--- src/rtl/pixel_job_scheduler_if.sv ---
// rtl/pixel_job_scheduler_if.sv - job request/grant/done bundle between frame control, scheduler and tracer cores
//
// Signals:
//   frame_start       one-cycle pulse requesting a new frame render
//   core_req          bit i: core i idle and wants a job
//   core_done         bit i: one-cycle pulse, core i finished its pixel
//   core_grant        one-hot (or zero) one-cycle grant
//   job_valid         high exactly when core_grant != 0
//   job_x / job_y     pixel coordinates of the granted job
//   busy              frame in progress (dispatching or draining)
//   frame_done        one-cycle pulse when the frame is complete
//   jobs_outstanding  jobs granted but not yet done
//   frame_cycles      (SCHED_PERF_EN only) cycles spent on the last frame
// Modports: master = frame control + core array, slave = scheduler.
interface pixel_job_scheduler_if #(
  parameter int NUM_CORES = 4,
  parameter int COORD_W   = 9,
  parameter int CNT_W     = $clog2(NUM_CORES + 1)
);
  logic                 frame_start;
  logic [NUM_CORES-1:0] core_req;
  logic [NUM_CORES-1:0] core_done;
  logic [NUM_CORES-1:0] core_grant;
  logic                 job_valid;
  logic [COORD_W-1:0]   job_x;
  logic [COORD_W-1:0]   job_y;
  logic                 busy;
  logic                 frame_done;
  logic [CNT_W-1:0]     jobs_outstanding;
`ifdef SCHED_PERF_EN
  logic [31:0]          frame_cycles;
`endif

  modport master (
    output frame_start, core_req, core_done,
    input  core_grant, job_valid, job_x, job_y, busy, frame_done, jobs_outstanding
`ifdef SCHED_PERF_EN
    , input frame_cycles
`endif
  );

  modport slave (
    input  frame_start, core_req, core_done,
    output core_grant, job_valid, job_x, job_y, busy, frame_done, jobs_outstanding
`ifdef SCHED_PERF_EN
    , output frame_cycles
`endif
  );
endinterface

--- src/rtl/pixel_job_scheduler.sv ---
// rtl/pixel_job_scheduler.sv - round-robin per-pixel ray job dispatcher with in-flight tracking
//
// Hands out raster-order (x,y) jobs for one frame to NUM_CORES tracer cores and
// pulses frame_done once every granted job has reported back.
// Ports:
//   CLK100MHZ  system clock, rising edge
//   ck_rst_    asynchronous active-low reset
//   bus        pixel_job_scheduler_if.slave (see interface file for signals)
// Optional feature macro: SCHED_PERF_EN adds bus.frame_cycles, the number of
// cycles spent in DISPATCH+DRAIN for the most recently completed frame.
module pixel_job_scheduler #(
  parameter int NUM_CORES = 4,
  parameter int H_RES     = 320,
  parameter int V_RES     = 240,
  parameter int COORD_W   = 9,
  parameter int CNT_W     = $clog2(NUM_CORES + 1)
) (
  input  logic                    CLK100MHZ,
  input  logic                    ck_rst_,
  pixel_job_scheduler_if.slave    bus
);

  localparam int PTR_W = (NUM_CORES > 1) ? $clog2(NUM_CORES) : 1;
  localparam logic [PTR_W:0]     NC_P     = (PTR_W+1)'(NUM_CORES);
  localparam logic [PTR_W-1:0]   PTR_LAST = PTR_W'(NUM_CORES - 1);
  localparam logic [CNT_W-1:0]   OUT_MAX  = CNT_W'(NUM_CORES);
  localparam logic [COORD_W-1:0] X_LAST   = COORD_W'(H_RES - 1);
  localparam logic [COORD_W-1:0] Y_LAST   = COORD_W'(V_RES - 1);

  typedef enum logic [1:0] {S_IDLE, S_DISPATCH, S_DRAIN, S_DONE} state_t;

  state_t               r_state;
  logic [NUM_CORES-1:0] r_grant;
  logic                 r_valid;
  logic [COORD_W-1:0]   r_x, r_y;
  logic [COORD_W-1:0]   r_job_x, r_job_y;
  logic [PTR_W-1:0]     r_rr;
  logic [CNT_W-1:0]     r_out;
  logic                 r_busy;
  logic                 r_frame_done;
`ifdef SCHED_PERF_EN
  logic [31:0]          r_cyc;
  logic [31:0]          r_frame_cycles;
`endif

  logic [NUM_CORES-1:0] w_eligible;
  logic                 w_found;
  logic [PTR_W-1:0]     w_win;
  logic [PTR_W:0]       w_sum;
  logic [PTR_W-1:0]     w_idx;
  logic                 w_grant_now;
  logic                 w_last;
  logic [CNT_W-1:0]     w_pop;
  logic [CNT_W:0]       w_out_add;
  logic [CNT_W-1:0]     w_out_next;

  // A core granted last cycle is masked so a late-dropped request is not re-granted.
  assign w_eligible = bus.core_req & ~r_grant;

  // Round-robin search starting at r_rr, wrapping at NUM_CORES.
  always_comb begin
    w_found = 1'b0;
    w_win   = '0;
    w_sum   = '0;
    w_idx   = '0;
    for (int i = 0; i < NUM_CORES; i++) begin
      w_sum = {1'b0, r_rr} + (PTR_W+1)'(i);
      if (w_sum >= NC_P) w_sum = w_sum - NC_P;
      w_idx = w_sum[PTR_W-1:0];
      if (!w_found && w_eligible[w_idx]) begin
        w_found = 1'b1;
        w_win   = w_idx;
      end
    end
  end

  // Grants are also held back at the in-flight ceiling so the counter cannot exceed NUM_CORES.
  assign w_grant_now = (r_state == S_DISPATCH) && (r_out < OUT_MAX) && w_found;
  assign w_last      = (r_x == X_LAST) && (r_y == Y_LAST);

  always_comb begin
    w_pop = '0;
    for (int i = 0; i < NUM_CORES; i++) begin
      w_pop = w_pop + {{(CNT_W-1){1'b0}}, bus.core_done[i]};
    end
  end

  // Grant and done combine arithmetically; excess done pulses saturate at zero.
  always_comb begin
    w_out_add = {1'b0, r_out} + {{CNT_W{1'b0}}, w_grant_now};
    if ({1'b0, w_pop} > w_out_add) w_out_next = '0;
    else                           w_out_next = CNT_W'(w_out_add - {1'b0, w_pop});
  end

  always_ff @(posedge CLK100MHZ or negedge ck_rst_) begin
    if (!ck_rst_) begin
      r_state        <= S_IDLE;
      r_grant        <= '0;
      r_valid        <= 1'b0;
      r_x            <= '0;
      r_y            <= '0;
      r_job_x        <= '0;
      r_job_y        <= '0;
      r_rr           <= '0;
      r_out          <= '0;
      r_busy         <= 1'b0;
      r_frame_done   <= 1'b0;
`ifdef SCHED_PERF_EN
      r_cyc          <= '0;
      r_frame_cycles <= '0;
`endif
    end else begin
      r_out   <= w_out_next;
      r_grant <= '0;
      r_valid <= 1'b0;

      if (w_grant_now) begin
        r_grant <= NUM_CORES'(1) << w_win;
        r_valid <= 1'b1;
        r_job_x <= r_x;
        r_job_y <= r_y;
        r_rr    <= (w_win == PTR_LAST) ? '0 : w_win + 1'b1;
        if (!w_last) begin
          if (r_x == X_LAST) begin
            r_x <= '0;
            r_y <= r_y + 1'b1;
          end else begin
            r_x <= r_x + 1'b1;
          end
        end
      end

      case (r_state)
        S_IDLE: begin
          if (bus.frame_start) begin
            r_state <= S_DISPATCH;
            r_busy  <= 1'b1;
            r_x     <= '0;
            r_y     <= '0;
`ifdef SCHED_PERF_EN
            r_cyc   <= '0;
`endif
          end
        end
        S_DISPATCH: begin
`ifdef SCHED_PERF_EN
          r_cyc <= r_cyc + 32'd1;
`endif
          if (w_grant_now && w_last) r_state <= S_DRAIN;
        end
        S_DRAIN: begin
`ifdef SCHED_PERF_EN
          r_cyc <= r_cyc + 32'd1;
`endif
          if ((r_out == '0) && (r_grant == '0)) begin
            r_state      <= S_DONE;
            r_busy       <= 1'b0;
            r_frame_done <= 1'b1;
          end
        end
        default: begin
          r_state      <= S_IDLE;
          r_frame_done <= 1'b0;
`ifdef SCHED_PERF_EN
          r_frame_cycles <= r_cyc;
`endif
        end
      endcase
    end
  end

  assign bus.core_grant       = r_grant;
  assign bus.job_valid        = r_valid;
  assign bus.job_x            = r_job_x;
  assign bus.job_y            = r_job_y;
  assign bus.busy             = r_busy;
  assign bus.frame_done       = r_frame_done;
  assign bus.jobs_outstanding = r_out;
`ifdef SCHED_PERF_EN
  assign bus.frame_cycles     = r_frame_cycles;
`endif

endmodule
--- src/flat_wrapper.sv ---
// flat-port wrapper written by rule: the top's interface ports become plain ports
module pixel_job_scheduler_flat 
#(
  parameter int NUM_CORES = 4,
  parameter int H_RES     = 320,
  parameter int V_RES     = 240,
  parameter int COORD_W   = 9,
  parameter int CNT_W     = $clog2(NUM_CORES + 1)
)
  (CLK100MHZ, ck_rst_, bus_frame_start, bus_core_req, bus_core_done, bus_core_grant, bus_job_valid, bus_job_x, bus_job_y, bus_busy, bus_frame_done, bus_jobs_outstanding);
  pixel_job_scheduler_if #(.NUM_CORES(NUM_CORES), .COORD_W(COORD_W), .CNT_W(CNT_W)) bus_i ();
  input  logic CLK100MHZ;
  input  logic ck_rst_;
  input wire logic [$bits(bus_i.frame_start)-1:0] bus_frame_start;
  input wire logic [$bits(bus_i.core_req)-1:0] bus_core_req;
  input wire logic [$bits(bus_i.core_done)-1:0] bus_core_done;
  output wire logic [$bits(bus_i.core_grant)-1:0] bus_core_grant;
  output wire logic [$bits(bus_i.job_valid)-1:0] bus_job_valid;
  output wire logic [$bits(bus_i.job_x)-1:0] bus_job_x;
  output wire logic [$bits(bus_i.job_y)-1:0] bus_job_y;
  output wire logic [$bits(bus_i.busy)-1:0] bus_busy;
  output wire logic [$bits(bus_i.frame_done)-1:0] bus_frame_done;
  output wire logic [$bits(bus_i.jobs_outstanding)-1:0] bus_jobs_outstanding;
  assign bus_i.frame_start = bus_frame_start;
  assign bus_i.core_req = bus_core_req;
  assign bus_i.core_done = bus_core_done;
  assign bus_core_grant = bus_i.core_grant;
  assign bus_job_valid = bus_i.job_valid;
  assign bus_job_x = bus_i.job_x;
  assign bus_job_y = bus_i.job_y;
  assign bus_busy = bus_i.busy;
  assign bus_frame_done = bus_i.frame_done;
  assign bus_jobs_outstanding = bus_i.jobs_outstanding;
  pixel_job_scheduler #(.NUM_CORES(NUM_CORES), .H_RES(H_RES), .V_RES(V_RES), .COORD_W(COORD_W), .CNT_W(CNT_W)) u_core (.CLK100MHZ(CLK100MHZ), .ck_rst_(ck_rst_), .bus(bus_i));
endmodule
--- config.mk ---
export PLATFORM = sky130hd
export DESIGN_NAME = pixel_job_scheduler_flat
export DESIGN_NICKNAME = d
export VERILOG_FILES = /design/src/rtl/pixel_job_scheduler_if.sv /design/src/rtl/pixel_job_scheduler.sv /design/src/flat_wrapper.sv
export SDC_FILE = /design/constraint.sdc
export NUM_CORES = 1
export LEC_CHECK = 0
export ABC_AREA = 1
export BUFFER_PORTS_ARGS = -buffer_cell sky130_fd_sc_hd__buf_2
export CORE_UTILIZATION = 55
export DETAILED_ROUTE_END_ITERATION = 10
export GPL_TIMING_DRIVEN = 0
export PLACE_DENSITY = 0.75
export RECOVER_POWER = 50
export SETUP_SLACK_MARGIN = 0.02
export SYNTH_ARGS = -nofsm -noshare
export SYNTH_HDL_FRONTEND = slang
export SYNTH_SLANG_ARGS = --single-unit
--- constraint.sdc ---
create_clock -name CLK100MHZ -period 3.8 [get_ports CLK100MHZ]
set_input_delay 0.76 -clock CLK100MHZ [delete_from_list [all_inputs] [get_ports CLK100MHZ]]
set_output_delay 0.76 -clock CLK100MHZ [all_outputs]
set_load 0.05 [all_outputs]
==> impl_metrics.toml, run 1 <==
[setup_path]
cp_cell_sequence = "inv_1 > nand2_1 > nand2_1 > nand3_1 > nand2_2 > nand4_4 > nand2_2 > inv_1 > buf_2 > ha_1 > ha_1 > inv_1 > ha_1 > inv_1 > o21bai_1 > a21oi_1 > a311oi_1 > nor2_1"
cpPeakStageDelay_ns = 0.44
critPathSlowestCell = "dfrtp_1"
worstSetupEndpointType = "flop"
worst_setup_path_start_kind = "flop"
path_delay_family = "adder cells"
crit_required_ns = 3.98
path_buf_inv = 5
arrival_ns = 3.36
worstPathMaxFanout = 11
cpMostUsedCell = "inv_1"
critPathKind = "flop to flop"

[clock_tree]
cts-root-buf = "clkbuf_8"
clk_latency_ns = 0.30
ctsResizeCount = 0
cts_max_path_buffers = 2
cts.clk_slew.worst_paths_ns = 0.09
cts_setup_buffers = 0
cts_tree = "built"
cts_hold_buf = 0
cts_buffers = 5
htreeDepth = 2
clock-sinks = 50

[finish]
multi_input_area_sq_um = 1496
nets = 481
fillers = 458
mostFrequentLayoutCells = "102 x nand2_1, 60 x inv_1, 50 x dfrtp_1"
seqCellArea_sq_um = 1251
syn2layout_area_growth_pct = 11.45
final_common_cell = "nand2_1"
num_antenna_cells = 0
drive_above_1_share = 0.1197

[synth]
seq_area_frac_synth = 0.4060
synth_xor_area_frac = 0.02274
avgSynthCellArea_sq_um = 7.609
netlist_instances = 405
synth-seq-cells = 50
synth_cell_type_count = 31
synth_adder_area_share = 0.08607
syn_area_sq_um = 3082
synth-simple-area-share = 0.2753
synth_top_family_by_area = "simple AND/OR/NAND/NOR gates"
ys_warn_count = 0
synth-compound-area-share = 0.1015
synthMuxAreaShare = 0
syn_nets = 436

[sta]
max_freq_mhz = 314.2
period_needed_ns = 3.183
hold_viol = 0
period_share = 0.8376
worst_pin_slew_ns = 2.660
tns_ns = 0
rsz0062_at_grt = "no"
relSlewSlack = -0.7735
drv_slew = 51
fin_ws_ns = 0.6172
finalSetupViolCount = 0
skew_ns = 0.004866

[place]
routabilityCongestion = 0.8378
port_buffers = 38
dpl.hpwl_mm = 4.892
place_ws_ns = 0.3721

[power]
power.density_nw_per_um2 = 845.7
p_leak_nw = 1.857
p_total_mw = 2.905
vdd_ir_drop_max_mv = 0.4504

[die]
die-width_um = 76.86
io_pins = 39
die_h_um = 76.86
core.rowCount = 26
core_area_sq_um = 5238
dieArea_sq_um = 5907
start_util = 0.5884

[detailed_routing]
drtIter0Drc = 109
drc = 0
ant_nets = 0
vias_per_cell = 5.115
num_vias = 2665
wirelength_mm = 6.542
avgRoutedWirePerCell_um = 12.56
drt_pre_antenna_iters = 4

[grt]
grt_max_degree = 51
overflow = 0
gr-usage-all-layers = 0.2457
antenna_found_initial = 0
grt_pass1_wl_mm = 11.62
grt_pass1_vias = 2587

[min_path]
hp-class = "flop to flop"

[status]
outcome = "finished with violations"
violations = "capacitance limit, slew limit"

[run]
maxCapViolations = 1
[final timing paths]
kind / startpoint / endpoint / slack [ns] / cells after the start
min in group asynchronous: ck_rst_ / u_core.bus.job_valid / 1.29 / 1
worst max register to register: u_core.r_rr[1] / u_core.bus.jobs_outstanding[2] / 0.62 / 18
max in group asynchronous: ck_rst_ / u_core.bus.job_y[7] / 1.01 / 1
worst min-delay path: u_core.bus.job_x[1] / u_core.bus.job_x[1] / 0.48 / 2
worst min register to register: u_core.bus.job_x[1] / u_core.bus.job_x[1] / 0.48 / 2
worst max-delay path: u_core.r_rr[1] / u_core.bus.jobs_outstanding[2] / 0.62 / 18
[metrics by stage]
| stage | area [sq um] | utilization | std cells | hold WS, ns |
|---|---|---|---|---|
| 6_report | 3435 | 0.6558 | 521 | 0.4817 |
| 5_1_grt | 3435 | 0.6558 | 521 | 0.5174 |
| 4_1_cts | 3451 | 0.6589 | 521 | 0.4897 |
| 3_5_place_dp | 3359 | 0.6414 | 513 | 0.4680 |
| 3_3_place_gp | 3359 | 0.6414 | 513 | 0.4629 |
| 2_1_floorplan | 3082 | - | 405 | 0.4644 |
[sequential cells by signal (all words and copies together) (netlist names)]
signal and count:
u_core.r_state 2, u_core.bus.jobs_outstanding 3, u_core.r_x 9, u_core.r_y 9, u_core.bus.core_grant 4, u_core.r_rr 2
u_core.bus.busy 1, u_core.bus.frame_done 1, u_core.bus.job_y 9, u_core.bus.job_valid 1, u_core.bus.job_x 9
[per-layer routing]
metal / share of wire / global-route usage / wire (um) / up-vias
li1: - / - / - / 1371
met1: 0.49 / 0.3369 / 3200 / 1233
met2: 0.46 / 0.3946 / 2994 / 53
met3: 0.040 / 0.04048 / 261 / 8
met4: 0.013 / 0.08077 / 86 / 0
met5: 0 / 0 / 0 / -
[worst min-delay path, cell delays in order (launching register included)]
cell and delay (ns):
dfrtp_1 0.35, nand2_1 0.05, o21ai_0 0.06
[synthesized netlist by cell type]
library cell | instances | area [sq um]
nor4_1 | 1 | 6.260
or2_1 | 1 | 6.260
nand2_2 | 5 | 31.28
a21oi_2 | 1 | 8.760
nor2_1 | 36 | 135.1
buf_6 | 4 | 45.04
a21boi_0 | 1 | 7.510
inv_6 | 1 | 8.760
o21ai_0 | 32 | 160.2
buf_4 | 4 | 30.03
clkbuf_1 | 4 | 15.01
fa_1 | 2 | 40.04
nand2_1 | 102 | 382.9
o21ai_1 | 7 | 35.03
ha_1 | 18 | 225.2
xor2_1 | 5 | 43.79
a22oi_2 | 1 | 12.51
dfrtp_1 | 50 | 1251
nand3b_1 | 2 | 15.01
buf_2 | 2 | 10.01
nand4_4 | 1 | 21.27
nand3_1 | 35 | 175.2
nand4_1 | 4 | 25.02
a21oi_1 | 13 | 65.06
a311oi_1 | 1 | 8.760
xnor2_1 | 3 | 26.28
inv_2 | 1 | 3.750
nand3_2 | 3 | 30.03
nor3_1 | 4 | 20.02
inv_1 | 59 | 221.5
o21bai_1 | 2 | 15.01
[final cells by class]
cell class / instances / share of cell area
Multi-Input combinational cell: 280 / 0.4357
Sequential cell: 50 / 0.3643
Clock buffer: 7 / 0.02514
Clock inverter: 1 / 0.001457
Tap cell: 70 / 0.02550
Buffer: 14 / 0.02914
Inverter: 61 / 0.06812
Timing Repair Buffer: 38 / 0.05064
[where the power goes]
part / switching, mW / leakage [nW] / internal [mW]
Sequential: 0.129 / 0.659 / 0.706
Combinational: 1.22 / 1.15 / 0.533
Clock: 0.169 / 0.0482 / 0.147
Total: 1.52 / 1.86 / 1.39
[logic make-up after synthesis]
kind of cell,Yosys count
compound gates,58
xor+xnor,8
fa+ha+maj,20
buf+inv,75
flops,50
simple gates,194
No activity file was read; power rests on OpenSTA's default activity.
==> inputs of run 2 (changes only) <==
--- a/config.mk
+++ b/config.mk
@@ -5,12 +5,12 @@
 export SDC_FILE = /design/constraint.sdc
 export NUM_CORES = 1
 export LEC_CHECK = 0
-export ABC_AREA = 1
+export ABC_AREA = 0
 export BUFFER_PORTS_ARGS = -buffer_cell sky130_fd_sc_hd__buf_2
-export CORE_UTILIZATION = 55
+export CORE_UTILIZATION = 51
 export DETAILED_ROUTE_END_ITERATION = 10
 export GPL_TIMING_DRIVEN = 0
-export PLACE_DENSITY = 0.75
+export PLACE_DENSITY = 0.74
 export RECOVER_POWER = 50
 export SETUP_SLACK_MARGIN = 0.02
 export SYNTH_ARGS = -nofsm -noshare
==> constraint.sdc (replaced) <==
create_clock -name CLK100MHZ -period 2.68 [get_ports CLK100MHZ]
set_input_delay 0.536 -clock CLK100MHZ [delete_from_list [all_inputs] [get_ports CLK100MHZ]]
set_output_delay 0.536 -clock CLK100MHZ [all_outputs]
set_load 0.05 [all_outputs]
==> impl_metrics.toml, run 2 <==
[status]
outcome = "finished, final reports clean"

[detailed_routing]
ant_nets = 0
drc = 0
vias_per_cell = 5.246
drtIter0Drc = 127
avgRoutedWirePerCell_um = 13.12
num_vias = 2109
drt_pre_antenna_iters = 6
wirelength_mm = 5.275

[sta]
drv_slew = 0
period_needed_ns = 2.593
max_freq_mhz = 385.7
finalSetupViolCount = 0
worst_pin_slew_ns = 1.211
tns_ns = 0
relSlewSlack = 0.1929
hold_viol = 0
period_share = 0.9675
skew_ns = 0.005307
fin_ws_ns = 0.08699
rsz0062_at_grt = "no"

[place]
dp.cells = 390
dpl.hpwl_mm = 3.812
routabilityCongestion = 0.7936
place_ws_ns = -0.7865
port_buffers = 38

[finish]
final_common_cell = "nand2_1"
stdcell_count = 402
mostFrequentLayoutCells = "67 x nand2_1, 46 x dfrtp_1, 26 x buf_2"
fillers = 411
nets = 365
num_antenna_cells = 0
syn2layout_area_growth_pct = 19.61
drive_above_1_share = 0.1731
utilization = 0.6470

[synth]
synth_edf_count = 0
netlist.area_leader.share = 0.4771
synth_cell_type_count = 42
avgSynthCellArea_sq_um = 9.202
yosysMostFrequentCell = "nand2_1"
synth-seq-cells = 50
synth_area_leaders = "dfrtp_1 48%, nand2_1 9.6%, ha_1 8.6%"
seq_area_frac_synth = 0.4771
async_flop_share = 1.000
synthFlopType = "dfrtp_1"
syn_area_sq_um = 2623
synth_commonest_cells = "67 x nand2_1, 50 x dfrtp_1, 18 x ha_1, 17 x inv_1, 16 x nor2_1"
ys_warn_count = 0
netlist_instances = 285
syn_nets = 316
synth.largest_area_cell = "dfrtp_1"

[setup_path]
r2r_cells = 12
critPathKind = "input pin to flop"
ff2ff_setup_slack_ns = 0.12
arrival_ns = 2.78
crit_required_ns = 2.86
crit_path_end = "u_core.bus.jobs_outstanding[1]"
reg2reg_to = "u_core.bus.jobs_outstanding[1]"
cp-startpoint = "bus_core_req[2]"
reg2reg_from = "u_core.bus.core_grant[0]"
worstSetupEndpointType = "flop"
worstPathMaxFanout = 20
worst_setup_path_start_kind = "input pin"

[clock_tree]
htreeDepth = 2
clk_latency_ns = 0.30
clock-sinks = 50
cts_tree = "built"
cts_buffers = 5
cts.clk_slew.worst_paths_ns = 0.09
cts_hold_buf = 0
cts_max_path_buffers = 2
cts-root-buf = "clkbuf_8"

[power]
p_leak_nw = 1.562
p_int_mw = 1.913
power.density_nw_per_um2 = 1136
p_clk_frac = 0.153
combPwrFrac = 0.513
p_total_mw = 3.564
vdd_ir_drop_max_mv = 0.6621
p_sw_frac = 0.4632
p_sw_mw = 1.651
p_seq_frac = 0.334

[die]
dieArea_sq_um = 5433
io_pins = 39
core.rowCount = 25
core_area_sq_um = 4848
die-width_um = 73.71
die_h_um = 73.71
start_util = 0.5409

[min_path]
hp-class = "input pin to asynchronous set/reset pin"

[run]
maxCapViolations = 0

[grt]
grt_pass1_vias = 1996
gr-usage-all-layers = 0.2232
grt_pass1_wl_mm = 9.183
overflow = 0
antenna_found_initial = 0
grt_max_degree = 51
run 2: changes by cell type after synthesis, sizes merged, moves of 4 or more:
cell / delta
inv: -43
nand2: -40
nand3: -31
o21ai: -28
nor2: -20
nor2b: +10
buf: -9
and2: +5
clkbuf: +5
mux2i: +5
and3: +4
nor3: +4
run 2: cell families after synthesis:
group           share of synthesized area
compound gates                    0.09447
xor+xnor                          0.02338
fa+ha+maj                          0.1011
buf+inv                           0.04055
flops                              0.4771
mux                               0.02338
simple gates                       0.2400
run 2: worst min-delay path by stage:
| stage | from | endpoint | slack (ns) | cells past startpoint |
|---|---|---|---|---|
| after floorplan | ck_rst_ | u_core.bus.busy | 0.24 | 0 |
| after global placement | u_core.bus.job_x[5] | u_core.bus.job_x[5] | 0.45 | 2 |
| after detailed placement | u_core.bus.job_y[8] | u_core.bus.job_y[8] | 0.46 | 2 |
| after CTS | ck_rst_ | u_core.r_y[3] | 0.48 | 1 |
| after global routing | u_core.bus.job_y[4] | u_core.bus.job_y[4] | 0.50 | 2 |
| final | ck_rst_ | u_core.r_x[6] | 0.48 | 1 |
run 2: what timing repair did:
item	CTS	global route
pin swaps	3	2
buffers inserted	5	0
cloned	0	0
resized for setup	3	3
endpoints found under the setup margin	3	3
run 2: power groups by stage:
stage / registers [mW] / clock network (mW) / logic, mW
6_report: 1.19 / 0.545 / 1.83
5_1_grt: 1.23 / 0.588 / 2.03
4_1_cts: 1.19 / 0.559 / 1.85
3_5_place_dp: 1.20 / 0 / 1.81
3_3_place_gp: 1.19 / 0 / 1.77
2_1_floorplan: 1.61 / 0 / 0.981
run 2: metrics by stage:
stage	hold slack [ns]	area, sq um
after detailed placement	0.4571	2992
after CTS	0.4790	3142
after global routing	0.4978	3137
after floorplan	0.2404	2718
final	0.4771	3137
after global placement	0.4522	2992
run 2: area by class of cell:
cell class | instances | area [sq um] | share of cell area
Multi-Input combinational cell | 207 | 1358 | 0.4328
Inverter | 18 | 67.56 | 0.02154
Timing Repair Buffer | 43 | 209.0 | 0.06661
Clock buffer | 7 | 86.33 | 0.02752
Tap cell | 67 | 83.83 | 0.02673
Sequential cell | 50 | 1256 | 0.4005
Buffer | 9 | 46.29 | 0.01476
Clock inverter | 1 | 30.03 | 0.009573
run 2: routing by layer:
layer,part of all wire,GRT usage,vias up,wire (um)
met5,0,0,-,0
met4,0.010,0.05769,0,54
met3,0.033,0.04115,6,173
met2,0.47,0.3680,50,2505
met1,0.48,0.3030,995,2542
li1,-,-,1058,-
run 2: critical path: stages:
cell and delay (ns):
buf_2 0.11, nor2b_4 0.15, o41ai_4 0.39, inv_2 0.10, buf_8 0.17, ha_4 0.17
ha_4 0.27, inv_2 0.04, ha_4 0.26, a21o_1 0.10, a21oi_1 0.07, a311oi_2 0.32
nor2b_1 0.08
==> inputs of run 3 (changes only) <==
--- a/config.mk
+++ b/config.mk
@@ -7,6 +7,7 @@
 export LEC_CHECK = 0
 export ABC_AREA = 0
 export BUFFER_PORTS_ARGS = -buffer_cell sky130_fd_sc_hd__buf_2
+export CORE_MARGIN = 2
 export CORE_UTILIZATION = 51
 export DETAILED_ROUTE_END_ITERATION = 10
 export GPL_TIMING_DRIVEN = 0
==> impl_metrics.toml, run 3 (synthesis results as in run 2) <==
[detailed_routing]
drtIter0Drc = 113
vias_per_cell = 5.252
drt_pre_antenna_iters = 4
drc = 0
avgRoutedWirePerCell_um = 13.79
wirelength_mm = 5.626
num_vias = 2143
ant_nets = 0

[power]
p_int_mw = 1.849
vdd_ir_drop_max_mv = 0.6826
p_total_mw = 3.550
p_seq_frac = 0.337
p_clk_frac = 0.126
combPwrFrac = 0.538
p_sw_frac = 0.4792
p_sw_mw = 1.701
power.density_nw_per_um2 = 1124
p_leak_nw = 1.579

[place]
routabilityCongestion = 0.7578
dp.cells = 393
dpl.hpwl_mm = 3.964
port_buffers = 38

[sta]
relSlewSlack = 0.1749
hold_viol = 0
skew_ns = 0.01238
max_freq_mhz = 390.5
drv_slew = 0
period_share = 0.9557
period_needed_ns = 2.561
finalSetupViolCount = 0
worst_pin_slew_ns = 1.238

[grt]
overflow = 0
antenna_found_initial = 0
grt_pass1_wl_mm = 9.108
gr-usage-all-layers = 0.2112
grt_max_degree = 51
grt_pass1_vias = 2000

[clock_tree]
cts_buffers = 5
clk_latency_ns = 0.31
cts_hold_buf = 0
cts_max_path_buffers = 2
cts_tree = "built"
cts.clk_slew.worst_paths_ns = 0.10
htreeDepth = 2
clock-sinks = 50
cts-root-buf = "clkbuf_8"

[setup_path]
arrival_ns = 2.76
critPathSlowestCell = "dfrtp_2"
worstSetupEndpointType = "flop"
cpPeakStageDelay_ns = 0.42
worst_setup_path_start_kind = "flop"
critPathKind = "flop to flop"
worstPathMaxFanout = 10
cp_cell_sequence = "nor2b_4 > o41ai_4 > inv_2 > buf_12 > ha_4 > ha_4 > inv_2 > ha_4 > a21o_1 > a21oi_1 > a311oi_2 > nor2_1"
cpMostUsedCell = "ha_4"
crit_required_ns = 2.87

[finish]
syn2layout_area_growth_pct = 20.37
drive_above_1_share = 0.1864
nets = 368
mostFrequentLayoutCells = "67 x nand2_1, 46 x dfrtp_1, 26 x buf_2"
final_common_cell = "nand2_1"
multi_input_area_sq_um = 1355
stdcell_count = 408
fillers = 444
num_antenna_cells = 0
seqCellArea_sq_um = 1256

[die]
core.rowCount = 26
core_area_sq_um = 5042
die-width_um = 75.71
io_pins = 39
dieArea_sq_um = 5732
start_util = 0.5201
die_h_um = 75.71

[status]
outcome = "finished, final reports clean"

[min_path]
hp-class = "input pin to asynchronous set/reset pin"

[run]
maxCapViolations = 0
-- run 3: path summary, 6_finish.rpt --
check	startpoint	cells after the start	slack [ns]	endpoint
max in group asynchronous	ck_rst_	1	1.37	u_core.bus.core_grant[1]
min in group CLK100MHZ	u_core.bus.job_x[5]	2	0.48	u_core.bus.job_x[5]
worst max-delay path	u_core.bus.core_grant[0]	12	0.12	u_core.bus.jobs_outstanding[0]
worst min register to register	u_core.bus.job_x[5]	2	0.48	u_core.bus.job_x[5]
worst max register to register	u_core.bus.core_grant[0]	12	0.12	u_core.bus.jobs_outstanding[0]
worst min-delay path	ck_rst_	1	0.48	u_core.bus.jobs_outstanding[2]
-- run 3: routing by layer --
metal,vias to the layer above,part of all wire,GRT usage,wire length (um)
met5,-,0,0,0
met1,1026,0.46,0.2813,2564
met2,44,0.50,0.3536,2828
li1,1067,-,-,-
met3,6,0.032,0.04365,178
met4,0,0.0096,0.05458,54
-- run 3: per-stage QoR --
stage,area [sq um],setup TNS [ns],utilization,setup WS [ns],hold slack [ns]
floorplan,2718,-1.009,-,-0.3457,0.2404
global placement,2995,-2.176,0.5940,-0.7306,0.4527
detailed placement,2995,-2.319,0.5940,-0.7786,0.4572
CTS,3122,0,0.6191,0.1438,0.4764
global route,3157,-0.009134,0.6261,-0.009134,0.5102
finish,3157,0,0.6261,0.1189,0.4752
-- run 3: area by class of cell --
type                    instances  share of cell area
flip-flops and latches         50              0.3979
clock inverters                 3            0.006738
repair buffers                 46             0.07887
well taps                      70             0.02774
inverters                      18             0.02140
multi-input cells             207              0.4293
plain buffers                   9             0.01625
clock buffers                   5             0.02180
-- run 3: what timing repair did --
action | CTS | global route
gates resized for setup | 4 | 4
endpoints found under the setup margin | 3 | 2
setup buffers | 5 | 2
pin swaps | 3 | 3
cloned | 0 | 1
-- run 3: power groups by stage --
stage,combinational (mW),sequential [mW],clock (mW)
detailed placement,1.82,1.20,0
global route,2.13,1.24,0.485
floorplan,0.981,1.61,0
global placement,1.77,1.19,0
finish,1.91,1.19,0.447
CTS,1.86,1.19,0.457
-- run 3: critical path: cells and delay by family (launching register included) --
kind	cells	cell delay [ns]
AOI/OAI and AO/OA	4	0.86
and+or+nand+nor	2	0.15
DFF	1	0.42
adders and majority gates	3	0.69
buffers and inverters	3	0.31
